## src/rtl/uart_multi_reg_if.sv

```systemverilog
// DSP bus bundle for the UART register bank: chip enable, read/write select,
// channel/offset address, write data and registered read data.
interface uart_multi_reg_if #(
    parameter int unsigned CH_W = 2
);
    logic            dsp_cen;
    logic            dsp_wen;
    logic [CH_W+3:0] dsp_addr;
    logic [31:0]     dsp_wdata;
    logic [31:0]     dsp_rdata;

    modport master (
        output dsp_cen,
        output dsp_wen,
        output dsp_addr,
        output dsp_wdata,
        input  dsp_rdata
    );

    modport slave (
        input  dsp_cen,
        input  dsp_wen,
        input  dsp_addr,
        input  dsp_wdata,
        output dsp_rdata
    );
endinterface

```

## src/rtl/uart_multi_reg.sv

```systemverilog
// Multi-channel UART register bank. Per channel: LCR/FCR/ER/IBRD/FBRD control,
// sampled status (SR), sticky W1C error flags (RIS), interrupt mask (IMR) and a
// registered per-channel interrupt; UART_IRQ is the registered OR of all channels.
module uart_multi_reg #(
    parameter int unsigned NUM_CH = 4,
    parameter int unsigned CH_W   = 2,
    parameter int unsigned BRD_W  = 16
) (
    input  logic                    i_dsp_clk,
    input  logic                    i_reset,
    uart_multi_reg_if.slave         io_bus,
    output logic [2*NUM_CH-1:0]     o_parity,
    output logic [NUM_CH-1:0]       o_stop_bits,
    output logic [3*NUM_CH-1:0]     o_data_bits,
    output logic [NUM_CH-1:0]       o_fifo_en,
    output logic [NUM_CH-1:0]       o_uart_en,
    output logic [NUM_CH-1:0]       o_rx_en,
    output logic [NUM_CH-1:0]       o_tx_en,
    output logic [4*NUM_CH-1:0]     o_rx_fifol,
    output logic [4*NUM_CH-1:0]     o_tx_fifol,
    output logic [BRD_W*NUM_CH-1:0] o_ibrd_val,
    output logic [6*NUM_CH-1:0]     o_fbrd_val,
    input  logic [NUM_CH-1:0]       i_parity_err,
    input  logic [NUM_CH-1:0]       i_frame_err,
    input  logic [NUM_CH-1:0]       i_overrun_err,
    input  logic [NUM_CH-1:0]       i_rx_empty,
    input  logic [NUM_CH-1:0]       i_rx_full,
    input  logic [NUM_CH-1:0]       i_tx_empty,
    input  logic [NUM_CH-1:0]       i_tx_full,
    output logic [NUM_CH-1:0]       o_ch_irq,
    output logic                    o_uart_irq
);

    localparam logic [3:0] OffLcr  = 4'h1;
    localparam logic [3:0] OffFcr  = 4'h2;
    localparam logic [3:0] OffEr   = 4'h3;
    localparam logic [3:0] OffSr   = 4'h4;
    localparam logic [3:0] OffRis  = 4'h5;
    localparam logic [3:0] OffImr  = 4'h6;
    localparam logic [3:0] OffIbrd = 4'h7;
    localparam logic [3:0] OffFbrd = 4'h8;
    localparam logic [3:0] OffMis  = 4'h9;

    logic [5:0]       r_lcr  [NUM_CH];
    logic [7:0]       r_fcr  [NUM_CH];
    logic [2:0]       r_er   [NUM_CH];
    logic [7:0]       r_sr   [NUM_CH];
    logic [2:0]       r_ris  [NUM_CH];
    logic [2:0]       r_imr  [NUM_CH];
    logic [BRD_W-1:0] r_ibrd [NUM_CH];
    logic [5:0]       r_fbrd [NUM_CH];
    logic [31:0]      r_rdata;
    logic [NUM_CH-1:0] r_ch_irq;
    logic             r_uart_irq;

    logic [CH_W-1:0]   w_ch;
    logic [3:0]        w_off;
    logic              w_wr;
    logic              w_rd;
    logic [NUM_CH-1:0] w_sel;
    logic [31:0]       w_rd_val;
    logic [2:0]        w_mis  [NUM_CH];
    logic [NUM_CH-1:0] w_irq_d;
    logic              w_unused;

    assign w_ch     = io_bus.dsp_addr[CH_W+3:4];
    assign w_off    = io_bus.dsp_addr[3:0];
    assign w_wr     = ~io_bus.dsp_cen & ~io_bus.dsp_wen;
    assign w_rd     = ~io_bus.dsp_cen &  io_bus.dsp_wen;
    // Not every write-data bit lands in a register for every BRD_W.
    assign w_unused = ^io_bus.dsp_wdata;

    // Decode channel select; codes at or above NUM_CH select nothing.
    always_comb begin
        w_sel = '0;
        for (int n = 0; n < NUM_CH; n++) begin
            if (w_ch == CH_W'(n)) begin
                w_sel[n] = 1'b1;
            end
        end
    end

    // Masked interrupt status per channel and next-state interrupt lines.
    always_comb begin
        for (int n = 0; n < NUM_CH; n++) begin
            w_mis[n]   = r_ris[n] & r_imr[n];
            w_irq_d[n] = |w_mis[n];
        end
    end

    // Read multiplexer; unselected channels and unused offsets return 0.
    always_comb begin
        w_rd_val = '0;
        for (int n = 0; n < NUM_CH; n++) begin
            if (w_sel[n]) begin
                case (w_off)
                    OffLcr:  w_rd_val = 32'(r_lcr[n]);
                    OffFcr:  w_rd_val = 32'(r_fcr[n]);
                    OffEr:   w_rd_val = 32'(r_er[n]);
                    OffSr:   w_rd_val = 32'(r_sr[n]);
                    OffRis:  w_rd_val = 32'(r_ris[n]);
                    OffImr:  w_rd_val = 32'(r_imr[n]);
                    OffIbrd: w_rd_val = 32'(r_ibrd[n]);
                    OffFbrd: w_rd_val = 32'(r_fbrd[n]);
                    OffMis:  w_rd_val = 32'(w_mis[n]);
                    default: w_rd_val = '0;
                endcase
            end
        end
    end

    // Control registers, status sampling and sticky error flags.
    always_ff @(posedge i_dsp_clk) begin
        if (i_reset) begin
            for (int n = 0; n < NUM_CH; n++) begin
                r_lcr[n]  <= '0;
                r_fcr[n]  <= '0;
                r_er[n]   <= '0;
                r_sr[n]   <= '0;
                r_ris[n]  <= '0;
                r_imr[n]  <= '0;
                r_ibrd[n] <= '0;
                r_fbrd[n] <= '0;
            end
        end else begin
            for (int n = 0; n < NUM_CH; n++) begin
                r_sr[n] <= {i_tx_full[n], i_tx_empty[n], i_rx_full[n], i_rx_empty[n],
                            1'b0, i_overrun_err[n], i_frame_err[n], i_parity_err[n]};
                // Clear first, then OR in the set so a simultaneous set wins.
                if (w_wr && w_sel[n] && (w_off == OffRis)) begin
                    r_ris[n] <= (r_ris[n] & ~io_bus.dsp_wdata[2:0]) | r_sr[n][2:0];
                end else begin
                    r_ris[n] <= r_ris[n] | r_sr[n][2:0];
                end
                if (w_wr && w_sel[n]) begin
                    case (w_off)
                        OffLcr:  r_lcr[n]  <= io_bus.dsp_wdata[5:0];
                        OffFcr:  r_fcr[n]  <= io_bus.dsp_wdata[7:0];
                        OffEr:   r_er[n]   <= io_bus.dsp_wdata[2:0];
                        OffImr:  r_imr[n]  <= io_bus.dsp_wdata[2:0];
                        OffIbrd: r_ibrd[n] <= io_bus.dsp_wdata[BRD_W-1:0];
                        OffFbrd: r_fbrd[n] <= io_bus.dsp_wdata[5:0];
                        default: ;
                    endcase
                end
            end
        end
    end

    // Registered read data (held when idle) and registered interrupts.
    always_ff @(posedge i_dsp_clk) begin
        if (i_reset) begin
            r_rdata    <= '0;
            r_ch_irq   <= '0;
            r_uart_irq <= 1'b0;
        end else begin
            if (w_rd) begin
                r_rdata <= w_rd_val;
            end
            r_ch_irq   <= w_irq_d;
            r_uart_irq <= |w_irq_d;
        end
    end

    assign io_bus.dsp_rdata = r_rdata;
    assign o_ch_irq         = r_ch_irq;
    assign o_uart_irq       = r_uart_irq;

    for (genvar g = 0; g < NUM_CH; g++) begin : g_out
        assign o_parity[2*g +: 2]        = r_lcr[g][1:0];
        assign o_stop_bits[g]            = r_lcr[g][2];
        // LCR[4:3] 00..11 encodes 4..7 data bits.
        assign o_data_bits[3*g +: 3]     = {1'b1, r_lcr[g][4:3]};
        assign o_fifo_en[g]              = r_lcr[g][5];
        assign o_uart_en[g]              = r_er[g][0];
        assign o_rx_en[g]                = r_er[g][1];
        assign o_tx_en[g]                = r_er[g][2];
        assign o_rx_fifol[4*g +: 4]      = r_fcr[g][3:0];
        assign o_tx_fifol[4*g +: 4]      = r_fcr[g][7:4];
        assign o_ibrd_val[BRD_W*g +: BRD_W] = r_ibrd[g];
        assign o_fbrd_val[6*g +: 6]      = r_fbrd[g];
    end

endmodule

```

## src/flat_wrapper.sv

```systemverilog
// flat-port wrapper written by rule: the top's interface ports become plain ports
module uart_multi_reg_flat 
#(
    parameter int unsigned NUM_CH = 4,
    parameter int unsigned CH_W   = 2,
    parameter int unsigned BRD_W  = 16
)
  (i_dsp_clk, i_reset, o_parity, o_stop_bits, o_data_bits, o_fifo_en, o_uart_en, o_rx_en, o_tx_en, o_rx_fifol, o_tx_fifol, o_ibrd_val, o_fbrd_val, i_parity_err, i_frame_err, i_overrun_err, i_rx_empty, i_rx_full, i_tx_empty, i_tx_full, o_ch_irq, o_uart_irq, io_bus_dsp_cen, io_bus_dsp_wen, io_bus_dsp_addr, io_bus_dsp_wdata, io_bus_dsp_rdata);
  uart_multi_reg_if #(.CH_W(CH_W)) io_bus_i ();
  input  logic i_dsp_clk;
  input  logic i_reset;
  output logic [2*NUM_CH-1:0] o_parity;
  output logic [NUM_CH-1:0] o_stop_bits;
  output logic [3*NUM_CH-1:0] o_data_bits;
  output logic [NUM_CH-1:0] o_fifo_en;
  output logic [NUM_CH-1:0] o_uart_en;
  output logic [NUM_CH-1:0] o_rx_en;
  output logic [NUM_CH-1:0] o_tx_en;
  output logic [4*NUM_CH-1:0] o_rx_fifol;
  output logic [4*NUM_CH-1:0] o_tx_fifol;
  output logic [BRD_W*NUM_CH-1:0] o_ibrd_val;
  output logic [6*NUM_CH-1:0] o_fbrd_val;
  input  logic [NUM_CH-1:0] i_parity_err;
  input  logic [NUM_CH-1:0] i_frame_err;
  input  logic [NUM_CH-1:0] i_overrun_err;
  input  logic [NUM_CH-1:0] i_rx_empty;
  input  logic [NUM_CH-1:0] i_rx_full;
  input  logic [NUM_CH-1:0] i_tx_empty;
  input  logic [NUM_CH-1:0] i_tx_full;
  output logic [NUM_CH-1:0] o_ch_irq;
  output logic o_uart_irq;
  input wire logic [$bits(io_bus_i.dsp_cen)-1:0] io_bus_dsp_cen;
  input wire logic [$bits(io_bus_i.dsp_wen)-1:0] io_bus_dsp_wen;
  input wire logic [$bits(io_bus_i.dsp_addr)-1:0] io_bus_dsp_addr;
  input wire logic [$bits(io_bus_i.dsp_wdata)-1:0] io_bus_dsp_wdata;
  output wire logic [$bits(io_bus_i.dsp_rdata)-1:0] io_bus_dsp_rdata;
  assign io_bus_i.dsp_cen = io_bus_dsp_cen;
  assign io_bus_i.dsp_wen = io_bus_dsp_wen;
  assign io_bus_i.dsp_addr = io_bus_dsp_addr;
  assign io_bus_i.dsp_wdata = io_bus_dsp_wdata;
  assign io_bus_dsp_rdata = io_bus_i.dsp_rdata;
  uart_multi_reg #(.NUM_CH(NUM_CH), .CH_W(CH_W), .BRD_W(BRD_W)) u_core (.i_dsp_clk(i_dsp_clk), .i_reset(i_reset), .io_bus(io_bus_i), .o_parity(o_parity), .o_stop_bits(o_stop_bits), .o_data_bits(o_data_bits), .o_fifo_en(o_fifo_en), .o_uart_en(o_uart_en), .o_rx_en(o_rx_en), .o_tx_en(o_tx_en), .o_rx_fifol(o_rx_fifol), .o_tx_fifol(o_tx_fifol), .o_ibrd_val(o_ibrd_val), .o_fbrd_val(o_fbrd_val), .i_parity_err(i_parity_err), .i_frame_err(i_frame_err), .i_overrun_err(i_overrun_err), .i_rx_empty(i_rx_empty), .i_rx_full(i_rx_full), .i_tx_empty(i_tx_empty), .i_tx_full(i_tx_full), .o_ch_irq(o_ch_irq), .o_uart_irq(o_uart_irq));
endmodule
```

## config.mk

```make
export PLATFORM = sky130hd
export DESIGN_NAME = uart_multi_reg_flat
export DESIGN_NICKNAME = d
export VERILOG_FILES = /design/src/rtl/uart_multi_reg_if.sv /design/src/rtl/uart_multi_reg.sv /design/src/flat_wrapper.sv
export SDC_FILE = /design/constraint.sdc
export NUM_CORES = 1
export LEC_CHECK = 0
export ABC_AREA = 1
export ABC_CLOCK_PERIOD_IN_PS = 3200
export BUFFER_PORTS_ARGS = -buffer_cell sky130_fd_sc_hd__buf_4
export CAP_MARGIN = 40
export CELL_PAD_IN_SITES_DETAIL_PLACEMENT = 1
export CELL_PAD_IN_SITES_GLOBAL_PLACEMENT = 1
export CORE_MARGIN = 3
export CORE_UTILIZATION = 36
export DETAILED_ROUTE_END_ITERATION = 7
export MAX_ROUTING_LAYER = met4
export PLACE_DENSITY = 0.85
export SLEW_MARGIN = 20
export SYNTH_ARGS = -nofsm -noshare
export SYNTH_HDL_FRONTEND = slang
export SYNTH_SLANG_ARGS = --single-unit
```

## constraint.sdc

```tcl
create_clock -name i_dsp_clk -period 3.2 [get_ports i_dsp_clk]
set_clock_uncertainty 0.2 [all_clocks]
set_input_delay 0.96 -clock i_dsp_clk [delete_from_list [all_inputs] [get_ports i_dsp_clk]]
set_output_delay 0.96 -clock i_dsp_clk [all_outputs]
set_load 0.005 [all_outputs]
```

==> impl_metrics.ini, run 1 <==
[outcome]
status = completed

[logic_synthesis]
avgSynthCellArea_sq_um = 8.83
synthTopCellsByCount = 269 x nor2_1, 237 x nand2_1, 180 x edfxtp_1
synth_top_family_by_area = simple AND/OR/NAND/NOR gates
yosysMostFrequentCell = nor2_1
synth_cell_types = 32
ys.flop_type = edfxtp_1
netlist_area_sq_mm = 0.0106
yosys.area_share.simple = 0.267
synth-seq-cells = 229
yosysTopAreaCellShare = 0.511
synth-edff-count = 180
yosys.area.top_type = edfxtp_1
yosys_warnings = 0
synthAdderAreaFrac = 0
yosys-mux-area-fraction = 0
async_flop_share = 0
synth_compound_area_frac = 0.0485
netlist_instances = 1199
synth-seq-area-share = 0.603
synth_xor_area_frac = 0
synthTopCellsByArea = edfxtp_1 51%, nor2_1 9.5%, dfxtp_1 9.3%

[detailed_routing]
antenna_left = 0
wl_mm = 44.3
dr.first_iter.drc_count = 986
detail_route.vias_per_cell = 5.34
dr.pass1.iters = 5
vias = 10100
post_drt_wl_per_cell_microns = 23.5
route.detailed.drc = 0

[timing]
finalHoldViolCount = 0
setup_ws_ps = 417
fmax_mhz = 359
worstMarginPinSlew_ps = 742
drv_slew = 0
setup-tns-final_ps = 0
setup_viol = 0
finalCritPeriodShare = 0.870
period_minus_slack_ps = 2780
rsz0062_at_grt = false
relSlewSlack = 0.500

[worst_setup_path]
worstReg2RegEnd = u_core.io_bus.dsp_rdata[0]
critPathTopFamily = simple AND/OR/NAND/NOR gates
crit_type = input port to register
reg2reg_from = u_core.r_imr[2][0]
end_kind = register
crit_required_ps = 3360
cp.arrival_ps = 2940
cp_max_fo = 16
cp_num_buf_inv = 3
rr_worst_depth = 10
rrSetupSlack_ps = 1480
critical_path.max_stage_delay_ps = 500
crit_chain = buf_4 -> nor2_1 -> nand2_2 -> buf_4 -> inv_1 -> nand3_2 -> nor2_1
worstSetupStartpointType = input port
crit_path_top_delay_cell = nand3_2

[final_layout]
fill_cells = 3426
drive_above_1_share = 0.241
post-route-util = 0.485
syn2layout_area_growth_pct = 32.3
final_nets = 1550
final_cells = 1886

[min_path]
min_from = u_core.io_bus.dsp_rdata[14]
holdCritPathClass = register to register
holdPathEnd = u_core.io_bus.dsp_rdata[14]
hold_depth = 2

[placed_design]
dpl.hpwl_mm = 32.3
pre_cts_ws_ps = 147
gp_congestion = 0.932
dpl.cell_count = 1836
portBuffers = 230

[clocking]
cts_tree = done
cts_max_level = 1
clk_path_buf_depth = 3
cts_resized = 0
root_buffer = clkbuf_16
cts_buffers = 26
holdBufCountCts = 0
clock-sinks = 229
clock_latency_ps = 570
clkTransAtPathRegs_ps = 60
cts_setup_buffers = 0

[die]
ioPinCount = 267
rows = 62
fp.dieW_microns = 177
dieArea_sq_mm = 0.0315
core-area_sq_mm = 0.0289
die_h_microns = 177
start_util = 0.367

[run]
max_cap_viol_count = 0

[grt]
globalRouteTotalUtil = 0.278
grt_max_degree = 43
antenna_found_initial = 2
overflow = 0
grt_pass1_vias = 10400
grt_pass1_wl_mm = 63.4

[pwr]
peakVddDrop_mv = 0.383
p_leak_nw = 6.34
power.density_mw_per_mm2 = 534
==> layout by cell type, fill, tap and decap left out, types with 2 or more instances in the layout <==
| cell type | instances |
|---|---|
| o21ai_1 | 8 |
| nor2_2 | 10 |
| o21ai_0 | 49 |
| nand3_1 | 148 |
| inv_2 | 3 |
| buf_12 | 4 |
| buf_4 | 291 |
| diode_2 | 2 |
| nor3_1 | 4 |
| dfxtp_1 | 49 |
| clkinv_2 | 5 |
| buf_8 | 2 |
| clkbuf_16 | 26 |
| nand2_2 | 2 |
| a21boi_0 | 6 |
| nand2_1 | 237 |
| a22o_1 | 5 |
| inv_1 | 113 |
| nor2_1 | 269 |
| clkinv_1 | 5 |
| nand4_1 | 5 |
| bufinv_16 | 5 |
| edfxtp_1 | 180 |
| nor2_4 | 3 |
| a21oi_1 | 18 |
| clkbuf_1 | 5 |
| o21ai_2 | 4 |
| conb_1 | 32 |
==> through the flow <==
step,total power [mW],cell area (sq um),hold slack [ps]
final,7.47,14000,282
after global routing,7.67,14000,303
after CTS,7.48,14000,288
after detailed placement,4.31,13100,274
after global placement,4.28,13000,261
after floorplan,3.82,10700,262
==> where the power goes <==
part | leakage (nW) | switching [mW] | internal, mW
sequential | 2.12 | 0.128 | 3.36
clock | 0.443 | 1.29 | 1.91
combinational | 3.77 | 0.469 | 0.313
total | 6.34 | 1.89 | 5.58
==> how the worst max path moves through the flow <==
stage,cells after the start,endpoint,startpoint
after global routing,7,u_core.r_ibrd[1][12],io_bus_dsp_wen
after detailed placement,7,u_core.r_imr[3][0],io_bus_dsp_addr[2]
after global placement,6,u_core.r_lcr[0][12],io_bus_dsp_addr[3]
final,7,u_core.r_ibrd[1][12],io_bus_dsp_wen
after floorplan,5,u_core.r_ibrd[3][0],io_bus_dsp_addr[5]
after CTS,7,u_core.r_ibrd[1][12],io_bus_dsp_wen
==> flip-flops by register name, indices dropped and copies added (netlist names) <==
name                     flops
u_core.r_ibrd               64
u_core.r_lcr                24
u_core.r_er                 12
u_core.r_imr                12
u_core.r_fbrd               24
u_core.o_uart_irq            1
u_core.r_ris                12
u_core.r_sr                 28
u_core.io_bus.dsp_rdata     16
u_core.r_fcr                32
u_core.o_ch_irq              4
==> area by class of cell <==
cell class	instances	area, sq um	area share
diodes	2	5.00	0.000357
well taps	384	480	0.0343
clock buffers	31	669	0.0478
clock inverters	17	238	0.0170
repair buffers	298	2310	0.165
flip-flops and latches	229	6390	0.456
multi-input cells	808	3480	0.248
inverters	117	439	0.0314
==> cell families after synthesis <==
group / count (synthesis)
compound gates: 94
buf+inv: 192
flops: 229
other cells: 2
simple gates: 682
==> metal layers <==
layer / up-vias / GRT usage / wire length (microns)
li1: 4422 / - / -
met1: 4928 / 0.348 / 17400
met2: 586 / 0.442 / 20800
met3: 132 / 0.0539 / 4080
met4: 0 / 0.118 / 2120
met5: - / - / 0
==> tightest hold or removal path, delay by kind of cell, from the launching register on <==
family	cells	cell delay [ps]
AND/OR/NAND/NOR	1	70
AO/OA/AOI/OAI	1	60
flip-flops	1	310
No activity file was read; power rests on OpenSTA's default activity.
==> run 2, diff against run 1 <==
--- a/config.mk
+++ b/config.mk
@@ -15,7 +15,8 @@
 export CORE_UTILIZATION = 36
 export DETAILED_ROUTE_END_ITERATION = 7
 export MAX_ROUTING_LAYER = met4
-export PLACE_DENSITY = 0.85
+export PLACE_DENSITY_LB_ADDON = 0.25
+export SKIP_LAST_GASP = 1
 export SLEW_MARGIN = 20
 export SYNTH_ARGS = -nofsm -noshare
 export SYNTH_HDL_FRONTEND = slang
==> run 2 against run 1 <==
  * Clock-buffer cell count increased by 6
  * Register-to-register slack improved by 90 ps
  * Sequential cell count unchanged
  * Fmax increased by 14%
  * Final area decreased by 0.50%
  * First-iteration DRC count decreased by 4.0%
  * Non-clock buffer count increased by 1
  * Critical path depth unchanged
==> impl_metrics.ini, run 2 (synthesis gave the netlist of run 1 again) <==
[outcome]
status = completed

[final_layout]
largestRegisters = u_core.r_ibrd: 64 flops, u_core.r_fcr: 32 flops, u_core.r_sr: 28 flops
seqCellArea_sq_mm = 0.00639
postLayoutCellArea_sq_mm = 0.0139
final_cells = 1887
multi_input_area_sq_mm = 0.00347
final_nets = 1552
post-route-util = 0.483
drive_above_1_share = 0.237
final_common_cell = buf_4
mostFrequentLayoutCells = 295 x buf_4, 269 x nor2_1, 237 x nand2_1
fill_cells = 3445
largest_reg_flops = 64
syn2layout_area_growth_pct = 31.6
largest_register = u_core.r_ibrd

[clocking]
clock-sinks = 229
clk_path_buf_depth = 3
holdBufCountCts = 0
cts_tree = done
cts_max_level = 1
clkTransAtPathRegs_ps = 60
root_buffer = clkbuf_16
clock_latency_ps = 550
cts_resized = 0
cts_buffers = 27
cts_setup_buffers = 0

[detailed_routing]
wl_mm = 41.5
route.detailed.drc = 0
detail_route.vias_per_cell = 5.12
dr.pass1.iters = 5
vias = 9666
antenna_left = 0
post_drt_wl_per_cell_microns = 22.0
dr.first_iter.drc_count = 947

[worst_setup_path]
rrSetupSlack_ps = 1570
cp.arrival_ps = 2620
crit_required_ps = 3370
rr_worst_depth = 6
critical_path.max_stage_delay_ps = 370
worstSetupStartpointType = input port
critPathTopFamily = simple AND/OR/NAND/NOR gates
crit_type = input port to register
crit_path_top_delay_cell = nand3_1
crit_chain = buf_4 -> nor2_2 -> nand2_2 -> inv_1 -> buf_4 -> nand3_1 -> nor2_1
cp_max_fo = 12
cp_num_buf_inv = 3
crit_top_cell = buf_4
end_kind = register
reg2reg_from = u_core.r_lcr[0][22]
worstReg2RegEnd = u_core.io_bus.dsp_rdata[4]

[grt]
grt_pass1_wl_mm = 60.4
globalRouteTotalUtil = 0.265
overflow = 0
grt_max_degree = 71
grt_pass1_vias = 9841
antenna_found_initial = 1

[timing]
setup-tns-final_ps = 0
finalCritPeriodShare = 0.766
period_minus_slack_ps = 2450
fmax_mhz = 408
hold_slack_ps = 269
worstMarginPinSlew_ps = 622
setup_ws_ps = 749
relSlewSlack = 0.581
drv_slew = 0
finalHoldViolCount = 0
rsz0062_at_grt = false
setup_viol = 0

[die]
rows = 62
dieArea_sq_mm = 0.0315
die_h_microns = 177
ioPinCount = 267
core-area_sq_mm = 0.0289
start_util = 0.367
fp.dieW_microns = 177

[min_path]
min_from = u_core.io_bus.dsp_rdata[8]
hold_depth = 2
holdCritPathClass = register to register
holdPathEnd = u_core.io_bus.dsp_rdata[8]

[placed_design]
dpl.hpwl_mm = 30.3
dpl.cell_count = 1837
gp_congestion = 0.900
placed_area_sq_mm = 0.0131
portBuffers = 230
pre_cts_ws_ps = 268

[pwr]
total_power_mw = 7.30
power.density_mw_per_mm2 = 524
p_leak_nw = 6.30
peakVddDrop_mv = 0.327

[run]
max_cap_viol_count = 0
-- run 2: cell count changes in the layout (fill, tap and decap cells not counted), moves of 2 or more --
cell / change
buf_4: +4
buf_8: -2
bufinv_16: -2
clkbuf_1: +4
clkinv_1: +2
clkinv_2: -3
-- run 2: worst max path at each step --
stage,cells after the start,startpoint,endpoint,slack [ps]
global route,7,io_bus_dsp_addr[3],u_core.r_fcr[0][24],640
floorplan,5,io_bus_dsp_addr[5],u_core.r_ibrd[3][0],230
finish,7,io_bus_dsp_addr[3],u_core.r_fcr[0][26],750
detailed placement,7,io_bus_dsp_addr[3],u_core.r_fcr[0][14],270
CTS,7,io_bus_dsp_addr[3],u_core.r_fcr[0][26],790
global placement,11,io_bus_dsp_addr[1],u_core.io_bus.dsp_rdata[5],300
-- run 2: layout make-up --
type,count,area share
diodes,1,0.000180
clock buffers,37,0.0519
clock inverters,12,0.00943
inverters,117,0.0315
multi-input cells,808,0.249
flip-flops and latches,229,0.458
well taps,384,0.0345
repair buffers,299,0.165
-- run 2: worst register-to-register path, cell delays in order (launching register included) --
cell and delay [ps]:
edfxtp_1 440, nand2_1 100, nand3_1 80, o21ai_0 210, nand2_1 70, nor2_1 340
nor2_1 70
-- run 2: metal layers --
| layer | GRT usage | part of all wire |
|---|---|---|
| met4 | 0.0910 | 0.033 |
| met1 | 0.343 | 0.41 |
| met2 | 0.425 | 0.47 |
| met3 | 0.0436 | 0.082 |
| met5 | - | 0 |
-- run 2: report_power, final --
group,switching [mW],total (mW),internal (mW)
Sequential,0.120,3.48,3.36
Clock,1.24,3.05,1.81
Combinational,0.454,0.764,0.311
==> run 3, diff against run 2 <==
--- a/config.mk
+++ b/config.mk
@@ -6,7 +6,7 @@
 export NUM_CORES = 1
 export LEC_CHECK = 0
 export ABC_AREA = 1
-export ABC_CLOCK_PERIOD_IN_PS = 3200
+export ABC_CLOCK_PERIOD_IN_PS = 1970
 export BUFFER_PORTS_ARGS = -buffer_cell sky130_fd_sc_hd__buf_4
 export CAP_MARGIN = 40
 export CELL_PAD_IN_SITES_DETAIL_PLACEMENT = 1
==> constraint.sdc (replaced) <==
create_clock -name i_dsp_clk -period 1.97 [get_ports i_dsp_clk]
set_clock_uncertainty 0.2 [all_clocks]
set_input_delay 0.591 -clock i_dsp_clk [delete_from_list [all_inputs] [get_ports i_dsp_clk]]
set_output_delay 0.591 -clock i_dsp_clk [all_outputs]
set_load 0.005 [all_outputs]
==> run 3 against run 2 <==
  * The flow now finishes with violations (setup timing)
  * Core utilization grew 3.9 points
  * Final area grew 8.1%
  * Clock power grew 50%
  * Global-route usage grew 1.5 points
  * Sequential share of layout area shrank 3.4 points
  * Cell count grew 5.1%
  * Sequential power grew 63%
  * Clock-buffer cell count shrank 1
  * Power grew 61%
  * Worst hold slack lost 220 ps
  * Sequential cell count is the same
==> impl_metrics.ini, run 3 (synthesis gave the netlist of run 1 again) <==
[worst_setup_path]
critical_path.max_stage_delay_ps = 480
cp_num_buf_inv = 1
crit_path_top_delay_cell = edfxtp_1
cp.arrival_ps = 1190
crit_required_ps = 1180
cp_max_fo = 2
crit_type = register to output pin
path_depth = 1
crit_chain = buf_6
worstSetupStartpointType = register
end_kind = output pin
critPathTopFamily = flip-flops
rr_worst_depth = 10

[final_layout]
largestRegisters = u_core.r_ibrd: 64 flops, u_core.r_fcr: 32 flops, u_core.r_sr: 28 flops
multi_input_area_sq_mm = 0.00357
post-route-util = 0.522
mostFrequentLayoutCells = 359 x buf_4, 268 x nor2_1, 234 x nand2_1
drive_above_1_share = 0.298
seqCellArea_sq_mm = 0.00639
largest_reg_flops = 64
antenna-diode-count = 0
syn2layout_area_growth_pct = 42.3
largest_register = u_core.r_ibrd
fill_cells = 3409
final_common_cell = buf_4
final_nets = 1649

[die]
rows = 62
start_util = 0.367
die_h_microns = 177
ioPinCount = 267
dieArea_sq_mm = 0.0315
core-area_sq_mm = 0.0289
fp.dieW_microns = 177

[grt]
grtUsageMet2 = 0.461
met1_usage = 0.359
top_usage_layer = met2
grt_max_degree = 43
overflow = 0
globalRouteTotalUtil = 0.280
gr-usage-met3 = 0.0449
grt_pass1_wl_mm = 64.3
antenna_found_initial = 0
grt_pass1_vias = 10600

[clocking]
clkTransAtPathRegs_ps = 60
cts_tree = done
root_buffer = clkbuf_16
cts_max_level = 1
cts_buffers = 26
clk_path_buf_depth = 3
clock_latency_ps = 550
clock-sinks = 229
holdBufCountCts = 0

[placed_design]
portBuffers = 230
gp_congestion = 0.918
dpl.hpwl_mm = 32.9

[min_path]
holdCritPathClass = input port to register
hold_depth = 3

[timing]
drv_slew = 0
fmax_mhz = 505
hold_slack_ps = 44.4
worstMarginPinSlew_ps = 527
setup_viol = 3
finalHoldViolCount = 0
period_minus_slack_ps = 1980
rsz0062_at_grt = true
setup_ws_ps = -10.3
finalCritPeriodShare = 1.01
relSlewSlack = 0.648

[outcome]
status = finished with violations
violations = setup timing

[pwr]
power.density_mw_per_mm2 = 778
peakVddDrop_mv = 0.513
p_leak_nw = 6.93
total_power_mw = 11.7

[detailed_routing]
wl_mm = 43.9
vias = 10200
dr.first_iter.drc_count = 826
antenna_left = 0
route.detailed.drc = 0
dr.pass1.iters = 5
post_drt_wl_per_cell_microns = 22.1
detail_route.vias_per_cell = 5.16

[run]
max_cap_viol_count = 0
-- run 3: cell types whose count changed in the layout (fill, tap and decap cells not counted), moves of 4 or more --
cell      delta
buf_6        +9
o21ai_1      +5
buf_12      +25
o21ai_2      +4
buf_4       +64
clkinv_1     -4
o21ai_4      +4
o21ai_0     -13
clkinv_2     +5
-- run 3: per-stage QoR --
step                worst slack [ps]  std cells  cell area, sq um  setup TNS [ps]
CTS                            -15.4       1970             14900           -36.1
finish                         -10.3       1983             15100           -21.9
global placement                -422       1919             14100          -70480
global route                   -35.5       1983             15100            -100
floorplan                      -46.5       1229             10800           -1500
detailed placement              -440       1919             14100          -78910
-- run 3: cell type report --
type / count / area share
sequential: 229 / 0.424
multi-input combinational: 808 / 0.237
timing repair buffer: 397 / 0.224
clock buffer: 36 / 0.0483
tap: 384 / 0.0319
inverter: 117 / 0.0294
clock inverter: 12 / 0.00490
-- run 3: power breakdown --
| part | total [mW] | internal, mW | switching, mW |
|---|---|---|---|
| combinational | 1.47 | 0.664 | 0.803 |
| sequential | 5.66 | 5.46 | 0.200 |
| clock | 4.59 | 2.59 | 2.00 |
-- run 3: routing by layer --
layer,part of all wire,wire [microns]
met1,0.41,18000
met2,0.49,21300
met3,0.075,3300
met4,0.030,1300
met5,0,0
-- run 3: what timing repair did --
action,4_1_cts,5_1_grt
setup buffers,3,13
endpoints found under the setup margin,7,22
resized for setup,4,7
-- run 3: path summary, 6_finish.rpt --
kind / startpoint / to / slack [ps]
worst min register to register: u_core.io_bus.dsp_rdata[14] / u_core.io_bus.dsp_rdata[14] / 270
worst max-delay path: u_core.r_ibrd[1][2] / o_ibrd_val[18] / -10
worst min-delay path: i_tx_empty[0] / u_core.r_sr[0][5] / 40
worst max register to register: u_core.r_lcr[0][8] / u_core.io_bus.dsp_rdata[2] / 240
